--- src/rtl/axi_wr_slave_resp.sv ---
// ============================================================================
// Module : axi_wr_slave_resp
// Brief  : AXI write-path sink. Takes one AW burst at a time, checks the W beats
//          against it and returns one B response. Write data is not stored.
//          Optional statistics counters are enabled by AXI_WR_SLAVE_STATS_EN.
// Rev    : 1.0 - initial release
// ============================================================================
`default_nettype none

module axi_wr_slave_resp #(
  parameter int ID_WIDTH   = 4,
  parameter int ADDR_WIDTH = 32,
  parameter int DATA_WIDTH = 32,
  localparam int STRB_WIDTH = DATA_WIDTH / 8
) (
  input  logic                  sig_clock,
  input  logic                  sig_reset,
  input  logic [ID_WIDTH-1:0]   awid,
  input  logic [ADDR_WIDTH-1:0] awaddr,
  input  logic [7:0]            awlen,
  input  logic [2:0]            awsize,
  input  logic [1:0]            awburst,
  input  logic                  awvalid,
  output logic                  awready,
  input  logic [ID_WIDTH-1:0]   wid,
  input  logic [DATA_WIDTH-1:0] wdata,
  input  logic [STRB_WIDTH-1:0] wstrb,
  input  logic                  wlast,
  input  logic                  wvalid,
  output logic                  wready,
  output logic [ID_WIDTH-1:0]   bid,
  output logic [1:0]            bresp,
  output logic                  bvalid,
  input  logic                  bready
`ifdef AXI_WR_SLAVE_STATS_EN
  ,
  output logic [31:0]           stat_bursts,
  output logic [31:0]           stat_errors
`endif
);

  localparam logic [1:0] c_IDLE = 2'd0;
  localparam logic [1:0] c_DATA = 2'd1;
  localparam logic [1:0] c_RESP = 2'd2;

  logic [1:0]            state_q,   state_d;
  logic                  awready_q, awready_d;
  logic                  wready_q,  wready_d;
  logic                  bvalid_q,  bvalid_d;
  logic [ID_WIDTH-1:0]   bid_q,     bid_d;
  logic [1:0]            bresp_q,   bresp_d;
  logic [ID_WIDTH-1:0]   id_q,      id_d;
  logic [ADDR_WIDTH-1:0] addr_q,    addr_d;
  logic [7:0]            len_q,     len_d;
  logic [2:0]            size_q,    size_d;
  logic [1:0]            burst_q,   burst_d;
  logic [8:0]            cnt_q,     cnt_d;
  logic                  err_q,     err_d;

  logic [7:0] w_size_bytes;
  logic       w_aw_bad;
  logic       w_beat_bad;
  logic       w_unused;

  assign w_size_bytes = 8'd1 << awsize;
  assign w_aw_bad     = (awburst == 2'b11) || ({1'b0, w_size_bytes} > 9'(STRB_WIDTH));

  // cnt_q is the index of the beat currently being presented
  assign w_beat_bad = (wid != id_q)
                   || ( wlast && (cnt_q <  {1'b0, len_q}))
                   || (!wlast && (cnt_q == {1'b0, len_q}));

  assign w_unused = ^{wdata, wstrb, addr_q, size_q, burst_q};

  always_comb begin
    state_d   = state_q;
    awready_d = awready_q;
    wready_d  = wready_q;
    bvalid_d  = bvalid_q;
    bid_d     = bid_q;
    bresp_d   = bresp_q;
    id_d      = id_q;
    addr_d    = addr_q;
    len_d     = len_q;
    size_d    = size_q;
    burst_d   = burst_q;
    cnt_d     = cnt_q;
    err_d     = err_q;
    case (state_q)
      c_IDLE: begin
        awready_d = 1'b1;
        wready_d  = 1'b0;
        bvalid_d  = 1'b0;
        if (awvalid && awready_q) begin
          id_d      = awid;
          addr_d    = awaddr;
          len_d     = awlen;
          size_d    = awsize;
          burst_d   = awburst;
          cnt_d     = 9'd0;
          err_d     = w_aw_bad;
          awready_d = 1'b0;
          wready_d  = 1'b1;
          state_d   = c_DATA;
        end
      end
      c_DATA: begin
        if (wvalid && wready_q) begin
          if (cnt_q != 9'd256) cnt_d = cnt_q + 9'd1;
          err_d = err_q || w_beat_bad;
          if (wlast) begin
            wready_d = 1'b0;
            bvalid_d = 1'b1;
            bid_d    = id_q;
            bresp_d  = (err_q || w_beat_bad) ? 2'b10 : 2'b00;
            state_d  = c_RESP;
          end
        end
      end
      c_RESP: begin
        if (bready && bvalid_q) begin
          bvalid_d  = 1'b0;
          awready_d = 1'b1;
          state_d   = c_IDLE;
        end
      end
      default: state_d = c_IDLE;
    endcase
  end

  always_ff @(posedge sig_clock) begin
    if (sig_reset) begin
      state_q   <= c_IDLE;
      awready_q <= 1'b0;
      wready_q  <= 1'b0;
      bvalid_q  <= 1'b0;
      bid_q     <= '0;
      bresp_q   <= 2'b00;
      id_q      <= '0;
      addr_q    <= '0;
      len_q     <= 8'd0;
      size_q    <= 3'd0;
      burst_q   <= 2'b00;
      cnt_q     <= 9'd0;
      err_q     <= 1'b0;
    end else begin
      state_q   <= state_d;
      awready_q <= awready_d;
      wready_q  <= wready_d;
      bvalid_q  <= bvalid_d;
      bid_q     <= bid_d;
      bresp_q   <= bresp_d;
      id_q      <= id_d;
      addr_q    <= addr_d;
      len_q     <= len_d;
      size_q    <= size_d;
      burst_q   <= burst_d;
      cnt_q     <= cnt_d;
      err_q     <= err_d;
    end
  end

  assign awready = awready_q;
  assign wready  = wready_q;
  assign bvalid  = bvalid_q;
  assign bid     = bid_q;
  assign bresp   = bresp_q;

`ifdef AXI_WR_SLAVE_STATS_EN
  logic [31:0] bursts_q, errors_q;

  always_ff @(posedge sig_clock) begin
    if (sig_reset) begin
      bursts_q <= 32'd0;
      errors_q <= 32'd0;
    end else if (bvalid_q && bready) begin
      bursts_q <= bursts_q + 32'd1;
      if (bresp_q == 2'b10) errors_q <= errors_q + 32'd1;
    end
  end

  assign stat_bursts = bursts_q;
  assign stat_errors = errors_q;
`endif

endmodule

`default_nettype wire
--- config.mk ---
export PLATFORM = sky130hd
export DESIGN_NAME = axi_wr_slave_resp
export DESIGN_NICKNAME = d
export VERILOG_FILES = /design/src/rtl/axi_wr_slave_resp.sv
export SDC_FILE = /design/constraint.sdc
export NUM_CORES = 1
export LEC_CHECK = 0
export ABC_AREA = 1
export CORE_MARGIN = 5
export CORE_UTILIZATION = 42
export DETAILED_ROUTE_END_ITERATION = 8
export DONT_BUFFER_PORTS = 1
export GPL_TIMING_DRIVEN = 0
export HOLD_SLACK_MARGIN = 0.1
export PLACE_DENSITY = 0.64
export REMOVE_ABC_BUFFERS = 1
export SLEW_MARGIN = 20
export SYNTH_ARGS = -nofsm -noshare
export SYNTH_HDL_FRONTEND = slang
export SYNTH_SLANG_ARGS = --single-unit
--- constraint.sdc ---
create_clock -name sig_clock -period 2.8 [get_ports sig_clock]
set_input_delay 0 -clock sig_clock [delete_from_list [all_inputs] [get_ports sig_clock]]
set_output_delay 0 -clock sig_clock [all_outputs]
set_load 0.05 [all_outputs]
==> impl_summary.log, run 1 <==
[metrics] origin of the critical flop-to-flop path: wready
[metrics] Post-layout nets: between 300 and 400
[metrics] crit path kind: flip-flop to flip-flop
[metrics] TritonCTS clock tree: yes
[metrics] endpoints failing setup: 0
[metrics] share of the clock period used by the worst path after layout: around 70%
[metrics] ratio of cells with drive above 1 in the final layout: 8.214%
[metrics] worst clock skew on the final layout: ~2.4 ps
[metrics] initial antenna violation count: 0
[metrics] number of iterations in the first detailed-routing pass: 4
[metrics] Worst path slowest cell: sky130_fd_sc_hd__dfxtp_1
[metrics] number of library cell types mapped by synthesis: 25
[metrics] mean post-synth cell area: around 6.8 µm²
[metrics] status: finished, final reports clean
[metrics] unrepaired setup endpoints after global routing: no
[metrics] number of nets with antenna violations after routing: 0
[metrics] XOR/XNOR Fraction of Synth Area: 0%
[metrics] final critical delay including setup and external delays: 1971 ps
[metrics] cts bufs inserted: 5
[metrics] flop and latch count out of synthesis: 32
[metrics] Worst Reg2Reg Path Length in Cells: 6
[metrics] last weighted congestion value of the routability-driven placer: 0.8215
[metrics] Critical Path Max Stage Delay: ~690 ps
[metrics] per-cell via count in the routed design: approximately 4.8
[metrics] starting density of the core: 43.48%
[metrics] Min-Delay Startpoint: sig_reset
[metrics] clock transition time at the flip-flop clock pins of the worst setup and hold paths: ~60 ps
[metrics] number of global-route vias before repair: 1,468
[metrics] final design area excluding fillers: around 0.0021 mm²
[metrics] synthesis warning total: 0
[metrics] pin count of the biggest net entering global routing: 28
[metrics] share of the synthesized area in compound gates (AO/OA/AOI/OAI): 15.83%
[metrics] global-route wire length before repair: roughly 6500 µm
[metrics] post-synthesis instance area: 0.001739 mm²
[metrics] tightest slew margin relative to the limit: approximately 60%
[metrics] # IOs: between 100 and 150
[metrics] sequential area share after synthesis: between 30% and 40%
[metrics] Overall Global Routing Usage: between 15 and 20%
[metrics] element type at the critical path start: flip-flop
[metrics] setup slack of the worst register-to-register path: roughly 830 ps
[metrics] post-synthesis share of cell area spent on full adders, half adders and majority gates: slightly above 7%
[metrics] Clk Tree Root Cell: sky130_fd_sc_hd__clkbuf_8
[metrics] highest attainable clock frequency: ~0.51 GHz
[metrics] end of the worst register-to-register path: wready
[metrics] worst hold path cell count: 3
[metrics] simple logic cell fraction of the synthesized area: 29.21%
[metrics] CP Data Arrival Time: 2120 ps
[metrics] # diodes: 0
[metrics] die span in x: about 74 µm
[metrics] Syn-to-layout area delta: 19.50%
[metrics] DP HPWL: 2744 µm
[metrics] combinational family with the most area after synthesis: simple AND/OR/NAND/NOR gates
[metrics] leakage power summed over all cells: between 0.9 and 1 nW
[metrics] number of violations of the max-capacitance limit: 0
[metrics] final hold vios: 0
[metrics] via count: between 1,500 and 2,000
[metrics] DRC violation count after routing: 0
[metrics] crit-path cells: nand2_1, o21ai_2, dlygate4sd3_1, inv_1, o21ai_0, a21oi_1
[metrics] clock network latency to the later pin of the worst-skew pair: between 200 and 300 ps
[metrics] global route overflow: 0
[metrics] Setup crit end kind: flip-flop
[metrics] IR Drop Worst-Case VDD: 0.0004733 V
[metrics] count of pins over their slew limit: 0
[metrics] Core Footprint: 0.004000 mm²
[metrics] Die Outline Area: 0.005528 mm²
[metrics] endpoint of the worst hold-timing path: len_q[0]
[metrics] Power per Cell Area: ~550 mW/mm²
[metrics] Cell Area, Placed: 0.001775 mm²
[metrics] wire length reported by the detailed router: between 3000 and 4000 µm
[metrics] total number of clock tree sinks: 32
[metrics] Slew @ Worst Pin: between 500 and 600 ps
[metrics] maximum fanout count along the critical path: 4
[metrics] DRC violation total after the first TritonRoute iteration: a little over 100
[metrics] maximum number of buffers from clock root to sink: 2
[metrics] height of the die: between 70 and 80 µm
[metrics] CTS HTree Levels: 2
[metrics] number of placement rows: 23
[metrics] number of I/O port buffers: 0
[metrics] Total Negative Setup Slacks: 0 ps
[metrics] wire length per cell after detailed routing: between 10 and 15 µm
[metrics] synthesized instance count: 256
[metrics] mux share of post-synthesis cell area: 0%
[metrics] worst endpoint required time: a little under 3000 ps
[metrics] Hold WC Path Type: input pin to flip-flop
[per-stage QoR]
step	setup WS (ps)	instances	util (%)	power, mW	hold slack, ps
final	829.2	330	51.96	1.144	121.3
after global routing	714.5	330	51.96	1.221	120.1
after CTS	841.5	330	51.96	1.154	110.5
after detailed placement	988.5	301	44.39	0.7597	73.29
after global placement	1003	301	44.39	0.7561	72.43
after floorplan	1208	251	-	0.7202	69.07
[report_power, final]
group / leakage (nW) / internal [mW] / total [mW] / switching (mW)
Combinational: 0.605 / 0.0853 / 0.215 / 0.130
Clock: 0.0510 / 0.196 / 0.365 / 0.169
Sequential: 0.261 / 0.495 / 0.563 / 0.0684
Total: 0.917 / 0.776 / 1.14 / 0.368
[timing repair]
action,4_1_cts,5_1_grt
resized for setup,0,0
hold endpoints to repair,28,0
setup endpoints to repair,0,0
hold buffers,21,0
buffers inserted,0,0
[cell usage in the layout (no fill, tap or decap), types with 3 or more instances in the layout]
| master | instances |
|---|---|
| sky130_fd_sc_hd__nand3_1 | 12 |
| sky130_fd_sc_hd__inv_1 | 37 |
| sky130_fd_sc_hd__nor2_4 | 3 |
| sky130_fd_sc_hd__clkbuf_8 | 6 |
| sky130_fd_sc_hd__o21ai_0 | 21 |
| sky130_fd_sc_hd__nor2_1 | 34 |
| sky130_fd_sc_hd__dlygate4sd3_1 | 21 |
| sky130_fd_sc_hd__nand2_1 | 54 |
| sky130_fd_sc_hd__ha_1 | 10 |
| sky130_fd_sc_hd__inv_2 | 4 |
| sky130_fd_sc_hd__nor3_1 | 3 |
| sky130_fd_sc_hd__a21oi_1 | 28 |
| sky130_fd_sc_hd__dfxtp_1 | 32 |
[how the worst max path moves through the flow]
stage                       start        to  cells after the start
final                      wready    wready                      6
after floorplan           awready  cnt_q[7]                      7
after global routing       wready    wready                      6
after global placement    awready  cnt_q[8]                      7
after CTS                  wready    wready                      6
after detailed placement  awready  cnt_q[7]                      7
[synth_stat cells]
library cell,count,area (µm²)
sky130_fd_sc_hd__a211oi_1,1,7.510
sky130_fd_sc_hd__ha_1,10,125.1
sky130_fd_sc_hd__nand3_2,1,10.01
sky130_fd_sc_hd__o21ai_1,1,5.000
sky130_fd_sc_hd__a21oi_2,1,8.760
sky130_fd_sc_hd__buf_2,3,15.01
sky130_fd_sc_hd__conb_1,1,3.750
sky130_fd_sc_hd__nor3_1,3,15.01
sky130_fd_sc_hd__nand4_1,2,12.51
sky130_fd_sc_hd__nor2_4,3,33.78
sky130_fd_sc_hd__dfxtp_1,32,640.6
sky130_fd_sc_hd__inv_1,37,138.9
sky130_fd_sc_hd__nor2_1,34,127.6
sky130_fd_sc_hd__a21oi_1,28,140.1
sky130_fd_sc_hd__nor2_2,1,6.260
sky130_fd_sc_hd__inv_4,1,6.260
sky130_fd_sc_hd__buf_4,1,7.510
sky130_fd_sc_hd__nand3_4,1,17.52
sky130_fd_sc_hd__nand2_4,2,22.52
sky130_fd_sc_hd__o21ai_0,21,105.1
sky130_fd_sc_hd__nand3_1,12,60.06
sky130_fd_sc_hd__clkbuf_1,1,3.750
sky130_fd_sc_hd__nand2_1,54,202.7
sky130_fd_sc_hd__o21ai_2,1,8.760
sky130_fd_sc_hd__inv_2,4,15.01
[per-layer routing]
metal  vias up  wire length [µm]  track usage [%]
met5         -                 0                0
met4         0                74            6.522
met3         5               185            4.459
met2        24              1818            24.70
met1       693              1753            18.89
li1        856                 -                -
[kinds of logic after synthesis]
| logic type | Yosys count |
|---|---|
| AO/OA/AOI/OAI | 53 |
| adder cells (fa/ha/maj) | 10 |
| buffers and inverters | 47 |
| flip-flops | 32 |
| other | 1 |
| AND/OR/NAND/NOR | 113 |
[final cells by class]
class / count / area (µm²)
well taps: 50 / 62.56
clock inverters: 2 / 10.01
fillers: 390 / 1922
multi-input cells: 177 / 912.1
clock buffers: 6 / 82.58
flip-flops and latches: 32 / 640.6
repair buffers: 21 / 210.2
inverters: 42 / 160.2
[flip-flops by register name (all words and copies together), names as in the netlist]
signal	count
awready	1
cnt_q	9
err_q	1
bid	4
wready	1
bvalid	1
id_q	4
state_q	2
bresp	1
len_q	8
[worst max-delay path: cells and delay by family, from the launching register on]
family,cells,cell delay [ps]
compound gates,3,410
flops,1,690
buf+inv,2,620
simple gates,1,140
No activity file was read; power rests on OpenSTA's default activity.
==> run 2: changes to the inputs <==
- PLACE_DENSITY: 0.64 -> 0.67
- clock period: 2.8 -> 1.8 ns (I/O delays scaled with it)
==> impl_summary.log, run 2 (synthesis gave the netlist of run 1 again) <==
[metrics] Clk Tree Root Cell: sky130_fd_sc_hd__clkbuf_8
[metrics] cts bufs inserted: 5 (unchanged)
[metrics] end of the worst register-to-register path: state_q[0]
[metrics] wire length per cell after detailed routing: 12.02 µm (+3.5%)
[metrics] register ranked first by flip-flop count: cnt_q
[metrics] final design area excluding fillers: 0.002095 mm² (+0.78%)
[metrics] count of pins over their slew limit: 0 (unchanged)
[metrics] number of I/O port buffers: 0 (unchanged)
[metrics] maximum fanout count along the critical path: 27 (+23)
[metrics] Die Outline Area: 0.005528 mm² (unchanged)
[metrics] largest registers: cnt_q: 9 flops, len_q: 8 flops
[metrics] worst endpoint required time: 2030 ps (-920 ps)
[metrics] crit-path cells: nand3_4, a21oi_1, dlygate4sd3_1
[metrics] number of nets with antenna violations after routing: 0 (unchanged)
[metrics] # IOs: 104 (unchanged)
[metrics] # diodes: 0 (unchanged)
[metrics] starting density of the core: 43.48% (unchanged)
[metrics] Setup crit end kind: flip-flop
[metrics] Total Negative Setup Slacks: 0 ps (unchanged)
[metrics] status: finished, final reports clean
[metrics] share of the clock period used by the worst path after layout: 93.87% (+23 points)
[metrics] number of violations of the max-capacitance limit: 0 (unchanged)
[metrics] leakage power summed over all cells: 0.9224 nW (+0.61%)
[metrics] DRC violation count after routing: 0 (unchanged)
[metrics] flip-flop count of the largest register, all copies and words added: 9 (unchanged)
[metrics] commonest cells after routing, fill and taps aside: sky130_fd_sc_hd__nand2_1 (54), sky130_fd_sc_hd__inv_1 (37), sky130_fd_sc_hd__nor2_1 (34), sky130_fd_sc_hd__dfxtp_1 (30), sky130_fd_sc_hd__a21oi_1 (28)
[metrics] TritonCTS clock tree: yes
[metrics] Min-Delay Startpoint: awvalid
[metrics] endpoint of the worst hold-timing path: wready
[metrics] total number of clock tree sinks: 32 (unchanged)
[metrics] unrepaired setup endpoints after global routing: no
[metrics] pre-CTS WS: -27.94 ps (-1016 ps)
[metrics] global route overflow: 0 (unchanged)
[metrics] CP Data Arrival Time: 1920 ps (-200 ps)
[metrics] Hold WC Path Type: input pin to flip-flop
[metrics] ratio of cells with drive above 1 in the final layout: 8.993% (+0.78 points)
[metrics] Core Footprint: 0.004000 mm² (unchanged)
[metrics] pin count of the biggest net entering global routing: 28 (unchanged)
[metrics] Syn-to-layout area delta: 20.43%
[metrics] final critical delay including setup and external delays: 1690 ps (-281.0 ps)
[metrics] Worst Reg2Reg Path Length in Cells: 3 (-3)
[metrics] endpoints failing setup: 0 (unchanged)
[metrics] Slew @ Worst Pin: 522.1 ps (-75.14 ps)
[metrics] final hold vios: 0 (unchanged)
[metrics] hold_ws: 102.0 ps (-19.35 ps)
[metrics] element type at the critical path start: flip-flop
[metrics] Overall Global Routing Usage: 16.00% (+0.75 points)
[metrics] height of the die: 74.35 µm (unchanged)
[metrics] highest attainable clock frequency: 0.5918 GHz (+17%)
[metrics] crit path kind: flip-flop to flip-flop
[metrics] wire length reported by the detailed router: 3942 µm (+2.9%)
[metrics] per-cell via count in the routed design: 4.857 (+1.6%)
[metrics] Cell Area, Placed: 0.001775 mm² (unchanged)
[metrics] Power per Cell Area: 942.5 mW/mm² (+71%)
[metrics] minimum setup slack in the final design: 110.3 ps (-719.0 ps)
[metrics] number of placement rows: 23 (unchanged)
[metrics] Power, Total: 1.974 mW (+73%)
[metrics] post-route non-filler standard cell count: 328 (-0.61%)
[metrics] commonest non-fill, non-tap cell in the layout: sky130_fd_sc_hd__nand2_1
[metrics] Critical Path Max Stage Delay: 550 ps (-140 ps)
[metrics] initial antenna violation count: 0 (unchanged)
[metrics] Placed Cells: 301 (unchanged)
[metrics] number of global-route vias before repair: 1,509 (+2.8%)
[metrics] CTS HTree Levels: 2 (unchanged)
[metrics] global-route wire length before repair: 6734 µm (+3.4%)
[metrics] DP HPWL: 2749 µm (+0.17%)
[metrics] Worst path slowest cell: sky130_fd_sc_hd__dlygate4sd3_1
[metrics] IR Drop Worst-Case VDD: 0.0007485 V (+58%)
[metrics] worst clock skew on the final layout: 1.293 ps (-1.101 ps)
[metrics] maximum number of buffers from clock root to sink: 2 (unchanged)
[metrics] post-layout util: 52.36% (+0.41 points)
[metrics] # Post-CTS Setup Buffers: 0 (unchanged)
[metrics] origin of the critical flop-to-flop path: awready
[metrics] die span in x: 74.35 µm (unchanged)
[metrics] Fillers: 403 (+3.3%)
[metrics] clock transition time at the flip-flop clock pins of the worst setup and hold paths: 70 ps (about the same)
[metrics] setup slack of the worst register-to-register path: 110 ps (-720 ps)
[metrics] number of iterations in the first detailed-routing pass: 5 (+1)
[metrics] tightest slew margin relative to the limit: 65.15% (+5.0 points)
[metrics] worst hold path cell count: 2 (-1)
[metrics] via count: 1,593 (+0.95%)
[metrics] clock network latency to the later pin of the worst-skew pair: 290 ps (about the same)
[metrics] Post-layout nets: 382 (-0.52%)
[metrics] last weighted congestion value of the routability-driven placer: 0.8558 (+4.2%)
[metrics] DRC violation total after the first TritonRoute iteration: 56 (-45%)
## run 2: cell types whose count changed in the layout (fill, tap and decap cells not counted)
cell,previous run,this run
sky130_fd_sc_hd__bufinv_16,0,1
sky130_fd_sc_hd__clkinv_2,2,0
sky130_fd_sc_hd__dfxtp_1,32,30
sky130_fd_sc_hd__clkbuf_8,6,7
sky130_fd_sc_hd__dfxtp_2,0,2
sky130_fd_sc_hd__dlygate4sd3_1,21,19
## run 2: area by class of cell
class	count	area [µm²]	share of cell area [%]
multi-input cells	177	912.1	43.55
flip-flops and latches	32	643.1	30.70
repair buffers	19	190.2	9.080
inverters	42	160.2	7.646
clock buffers	7	96.34	4.600
well taps	50	62.56	2.987
clock inverters	1	30.03	1.434
## run 2: worst max-delay path by stage
stage                     depth (start not counted)    endpoint  slack, ps  startpoint
final                                             3  state_q[0]        110     awready
after CTS                                         4  state_q[0]         50      wready
after floorplan                                   7    cnt_q[7]        210     awready
after global placement                            7    cnt_q[8]          5     awready
after global routing                              3  state_q[0]         10     awready
after detailed placement                          7    cnt_q[7]        -30     awready
## run 2: worst max-delay path, delay by kind of cell, from the launching register on
| family | cells | cell delay (ps) |
|---|---|---|
| compound gates | 1 | 230 |
| buf+inv | 1 | 550 |
| flops | 1 | 530 |
| simple gates | 1 | 320 |
## run 2: timing repair
action | 4_1_cts | 5_1_grt
setup endpoints to repair | 5 | 1
hold buffers | 19 | 0
hold endpoints to repair | 28 | 0
resized for setup | 1 | 1
## run 2: metal layers
layer	GRT usage, %	wire [µm]
met1	18.33	1718
met2	26.97	1913
met3	5.405	203
met4	7.312	106
met5	0	0
## run 2: report_power, final
part / switching [mW] / internal, mW
combinational: 0.203 / 0.127
clock: 0.277 / 0.488
sequential: 0.108 / 0.771
==> run 3: changes to the inputs <==
- ABC_AREA: 1 -> 0
- REMOVE_ABC_BUFFERS: 1 -> not set
==> impl_summary.log, run 3 <==
[metrics] combinational family with the most area after synthesis: simple AND/OR/NAND/NOR gates
[metrics] Total Negative Setup Slacks: -4.400 ps (-4.400 ps)
[metrics] post-synthesis share of cell area spent on full adders, half adders and majority gates: 7.457% (+0.26 points)
[metrics] number of nets with antenna violations after routing: 0 (unchanged)
[metrics] number of I/O port buffers: 0 (unchanged)
[metrics] Power per Cell Area: 746.7 mW/mm² (-21%)
[metrics] DP HPWL: 2542 µm (-7.5%)
[metrics] share of the clock period used by the worst path after layout: 100.2% (+6.4 points)
[metrics] post-layout util: 52.68% (+0.32 points)
[metrics] via count: 1,357 (-15%)
[metrics] Fillers: 376 (-6.7%)
[metrics] flop and latch count out of synthesis: 32 (unchanged)
[metrics] number of library cell types mapped by synthesis: 42 (+68%)
[metrics] XOR/XNOR Fraction of Synth Area: 5.742% (+5.7 points)
[metrics] ratio of cells with drive above 1 in the final layout: 14.09% (+5.1 points)
[metrics] # IOs: 104 (unchanged)
[metrics] area share of the leading cell type in the synthesized netlist: 38.18% (+1.3 points)
[metrics] Register Area: 649.4 µm² (+0.97%)
[metrics] tightest slew margin relative to the limit: 63.58% (-1.6 points)
[metrics] TritonCTS clock tree: yes
[metrics] CTS HTree Levels: 2 (unchanged)
[metrics] endpoint of the worst hold-timing path: wready
[metrics] final critical delay including setup and external delays: 1804 ps (+114.7 ps)
[metrics] synthesized instance count: 190 (-26%)
[metrics] CP Data Arrival Time: 1990 ps (+70 ps)
[metrics] height of the die: 73.21 µm (-1.5%)
[metrics] Post-synth EDFFs: 0 (unchanged)
[metrics] # Post-CTS Setup Buffers: 0 (unchanged)
[metrics] commonest non-fill, non-tap cell in the layout: sky130_fd_sc_hd__nand2_1
[metrics] Setup crit end kind: flip-flop
[metrics] number of iterations in the first detailed-routing pass: 4 (-1)
[metrics] worst clock skew on the final layout: 5.056 ps (+3.763 ps)
[metrics] worst endpoint required time: 1980 ps (-50 ps)
[metrics] cts bufs inserted: 5 (unchanged)
[metrics] minimum setup slack in the final design: -4.400 ps (-114.7 ps)
[metrics] leakage power summed over all cells: 0.7832 nW (-15%)
[metrics] Post-synth ARST share: 0% (unchanged)
[metrics] Min-Delay Startpoint: sig_reset
[metrics] sequential area share after synthesis: 38.18% (+1.3 points)
[metrics] Clk Tree Root Cell: sky130_fd_sc_hd__clkbuf_8
[metrics] cell taking the most area after synthesis: sky130_fd_sc_hd__dfxtp_1
[metrics] # diodes: 0 (unchanged)
[metrics] post-route non-filler standard cell count: 270 (-18%)
[metrics] largest delay contributor family on the critical path: compound AO/OA/AOI/OAI gates
[metrics] Post-layout nets: 324 (-15%)
[metrics] IR Drop Worst-Case VDD: 0.0005158 V (-31%)
[metrics] final hold vios: 0 (unchanged)
[metrics] total number of clock tree sinks: 32 (unchanged)
[metrics] crit path kind: flip-flop to flip-flop
[metrics] DRC violation count after routing: 0 (unchanged)
[metrics] number of violations of the max-capacitance limit: 0 (unchanged)
[metrics] highest attainable clock frequency: 0.5542 GHz (-6.4%)
[metrics] Core Footprint: 0.003943 mm² (-1.4%)
[metrics] end of the worst register-to-register path: err_q
[metrics] flip-flop count of the largest register, all copies and words added: 9 (unchanged)
[metrics] origin of the critical flop-to-flop path: cnt_q[4]
[metrics] pin count of the biggest net entering global routing: 11 (-61%)
[metrics] Critical Path Max Stage Delay: 360 ps (-190 ps)
[metrics] global-route wire length before repair: 6299 µm (-6.5%)
[metrics] unrepaired setup endpoints after global routing: yes
[metrics] Syn-to-layout area delta: 23.79%
[metrics] commonest cells after routing, fill and taps aside: sky130_fd_sc_hd__nand2_1 (29), sky130_fd_sc_hd__dfxtp_1 (27), sky130_fd_sc_hd__a21oi_1 (23), sky130_fd_sc_hd__dlygate4sd3_1 (22), sky130_fd_sc_hd__nor2_1 (17)
[metrics] crit-path cells: ha_1, nand3_1, o21bai_2, a2111oi_4, o211ai_1, a31o_2
[metrics] Post-synth top flop: sky130_fd_sc_hd__dfxtp_1
[metrics] synth top area cells: sky130_fd_sc_hd__dfxtp_1 (38%), sky130_fd_sc_hd__ha_1 (7.5%), sky130_fd_sc_hd__a21oi_1 (6.9%), sky130_fd_sc_hd__nand2_1 (6.5%), sky130_fd_sc_hd__nor2_1 (3.8%)
[metrics] number of global-route vias before repair: 1,344 (-11%)
[metrics] element type at the critical path start: flip-flop
[metrics] number of placement rows: 23 (unchanged)
[metrics] Worst Reg2Reg Path Length in Cells: 6 (+3)
[metrics] post-synthesis net count: between 200 and 300
[metrics] clock network latency to the later pin of the worst-skew pair: 280 ps (about the same)
[metrics] post-synthesis instance area: 0.001678 mm² (-3.5%)
[metrics] maximum fanout count along the critical path: 5 (-81%)
[metrics] endpoints failing setup: 1 (+1)
[metrics] largest registers: cnt_q: 9 flops, len_q: 8 flops
[metrics] wire length per cell after detailed routing: 13.57 µm (+13%)
[metrics] Overall Global Routing Usage: 15.63% (-0.37 points)
[metrics] synthesis warning total: 0 (unchanged)
[metrics] share of the synthesized area in compound gates (AO/OA/AOI/OAI): 16.11% (+0.28 points)
[metrics] die span in x: 73.21 µm (-1.5%)
[metrics] simple logic cell fraction of the synthesized area: 23.34% (-5.9 points)
[metrics] starting density of the core: 42.56% (-0.92 points)
[metrics] mux share of post-synthesis cell area: 2.983% (+3.0 points)
[metrics] Power, Total: 1.551 mW (-21%)
[metrics] area of combinational cells with multiple inputs: 953.4 µm² (+4.5%)
[metrics] Die Outline Area: 0.005359 mm² (-3.1%)
[metrics] clock transition time at the flip-flop clock pins of the worst setup and hold paths: 70 ps (about the same)
[metrics] Worst path slowest cell: sky130_fd_sc_hd__dfxtp_2
[metrics] dominant cell by count in the synthesized netlist: sky130_fd_sc_hd__dfxtp_1
[metrics] per-cell via count in the routed design: 5.026 (+3.5%)
[metrics] register ranked first by flip-flop count: cnt_q
[metrics] setup slack of the worst register-to-register path: -4 ps (-110 ps)
[metrics] Hold WC Path Type: input pin to flip-flop
[metrics] violations in the final reports: negative setup slack
[metrics] Placed Cells: 240 (-20%)
[metrics] global route overflow: 0 (unchanged)
[metrics] worst hold path cell count: 2 (unchanged)
[metrics] status: finished, violations left
[metrics] initial antenna violation count: 0 (unchanged)
[metrics] Slew @ Worst Pin: 545.6 ps (+23.52 ps)
[metrics] top cells by count, synth: sky130_fd_sc_hd__dfxtp_1 (32), sky130_fd_sc_hd__nand2_1 (29), sky130_fd_sc_hd__a21oi_1 (23)
[metrics] count of pins over their slew limit: 0 (unchanged)
[metrics] wire length reported by the detailed router: 3663 µm (-7.1%)
[metrics] worst path bufs/invs: 0 (-1)
[metrics] last weighted congestion value of the routability-driven placer: 0.7212 (-16%)
[metrics] maximum number of buffers from clock root to sink: 2 (unchanged)
[metrics] mean post-synth cell area: 8.831 µm² (+30%)
[metrics] DRC violation total after the first TritonRoute iteration: 105 (+88%)
## run 3: cell types whose count changed after synthesis, sizes merged, moves of 5 or more
cell   change
nand2     -27
nand3      -7
nor2      -19
xor2       +6
mux2i      +5
inv       -29
o21ai     -21
xnor2      +5
a21oi      -5
## run 3: worst register-to-register path, stage by stage (launching register included)
cell and delay [ps]:
sky130_fd_sc_hd__dfxtp_2 360, sky130_fd_sc_hd__ha_1 310, sky130_fd_sc_hd__nand3_1 100, sky130_fd_sc_hd__o21bai_2 220
sky130_fd_sc_hd__a2111oi_4 340, sky130_fd_sc_hd__o211ai_1 130, sky130_fd_sc_hd__a31o_2 250
## run 3: where the power goes
part	internal [mW]	total (mW)	switching (mW)	leakage, nW
clock network	0.311	0.566	0.255	0.0455
registers	0.732	0.767	0.0352	0.262
logic	0.109	0.217	0.108	0.476
total	1.15	1.55	0.399	0.783
## run 3: per-stage QoR
stage	hold WS, ps	area, µm²	setup slack, ps
after CTS	124.1	2059	-55.82
after floorplan	76.84	1678	13.03
after global routing	168.0	2077	-112.5
after detailed placement	82.89	1740	-186.4
after global placement	79.48	1740	-172.8
final	123.0	2077	-4.400
## run 3: final cells by class
| type | count | share of cell area (%) |
|---|---|---|
| buffer | 8 | 2.530 |
| tap | 50 | 3.012 |
| sequential | 32 | 31.27 |
| clock buffer | 8 | 4.337 |
| timing repair buffer | 22 | 10.60 |
| inverter | 13 | 2.349 |
| multi-input combinational | 137 | 45.90 |
## run 3: how the worst max path moves through the flow
| stage | depth (start not counted) | endpoint | slack (ps) | start |
|---|---|---|---|---|
| floorplan | 6 | cnt_q[0] | 10 | awready |
| global placement | 6 | len_q[2] | -170 | awready |
| detailed placement | 6 | len_q[6] | -190 | awready |
| CTS | 6 | err_q | -60 | cnt_q[4] |
| global route | 6 | err_q | -110 | cnt_q[4] |
| finish | 6 | err_q | -4 | cnt_q[4] |
## run 3: cells by family (layout without fill, tap and decap cells)
family          count (synthesis)  after routing
simple gates                   74             74
compound gates                 36             36
flops                          32             32
buf+inv                        21             51
xor+xnor                       11             11
fa+ha+maj                      10             10
mux                             5              5
other cells                     1              1
## run 3: what timing repair did
item	4_1_cts	5_1_grt
gates cloned	0	0
hold buffers	22	0
gates resized for setup	6	4
endpoints found under the hold margin	31	0
pin swaps	2	1
endpoints found under the setup margin	28	23
## run 3: per-layer routing
| metal | up-vias | track usage, % | part of all wire [%] |
|---|---|---|---|
| li1 | 703 | - | - |
| met1 | 615 | 19.06 | 45 |
| met2 | 32 | 24.73 | 46 |
| met3 | 7 | 5.923 | 7.3 |
| met4 | 0 | 6.148 | 1.7 |
| met5 | - | 0 | 0 |
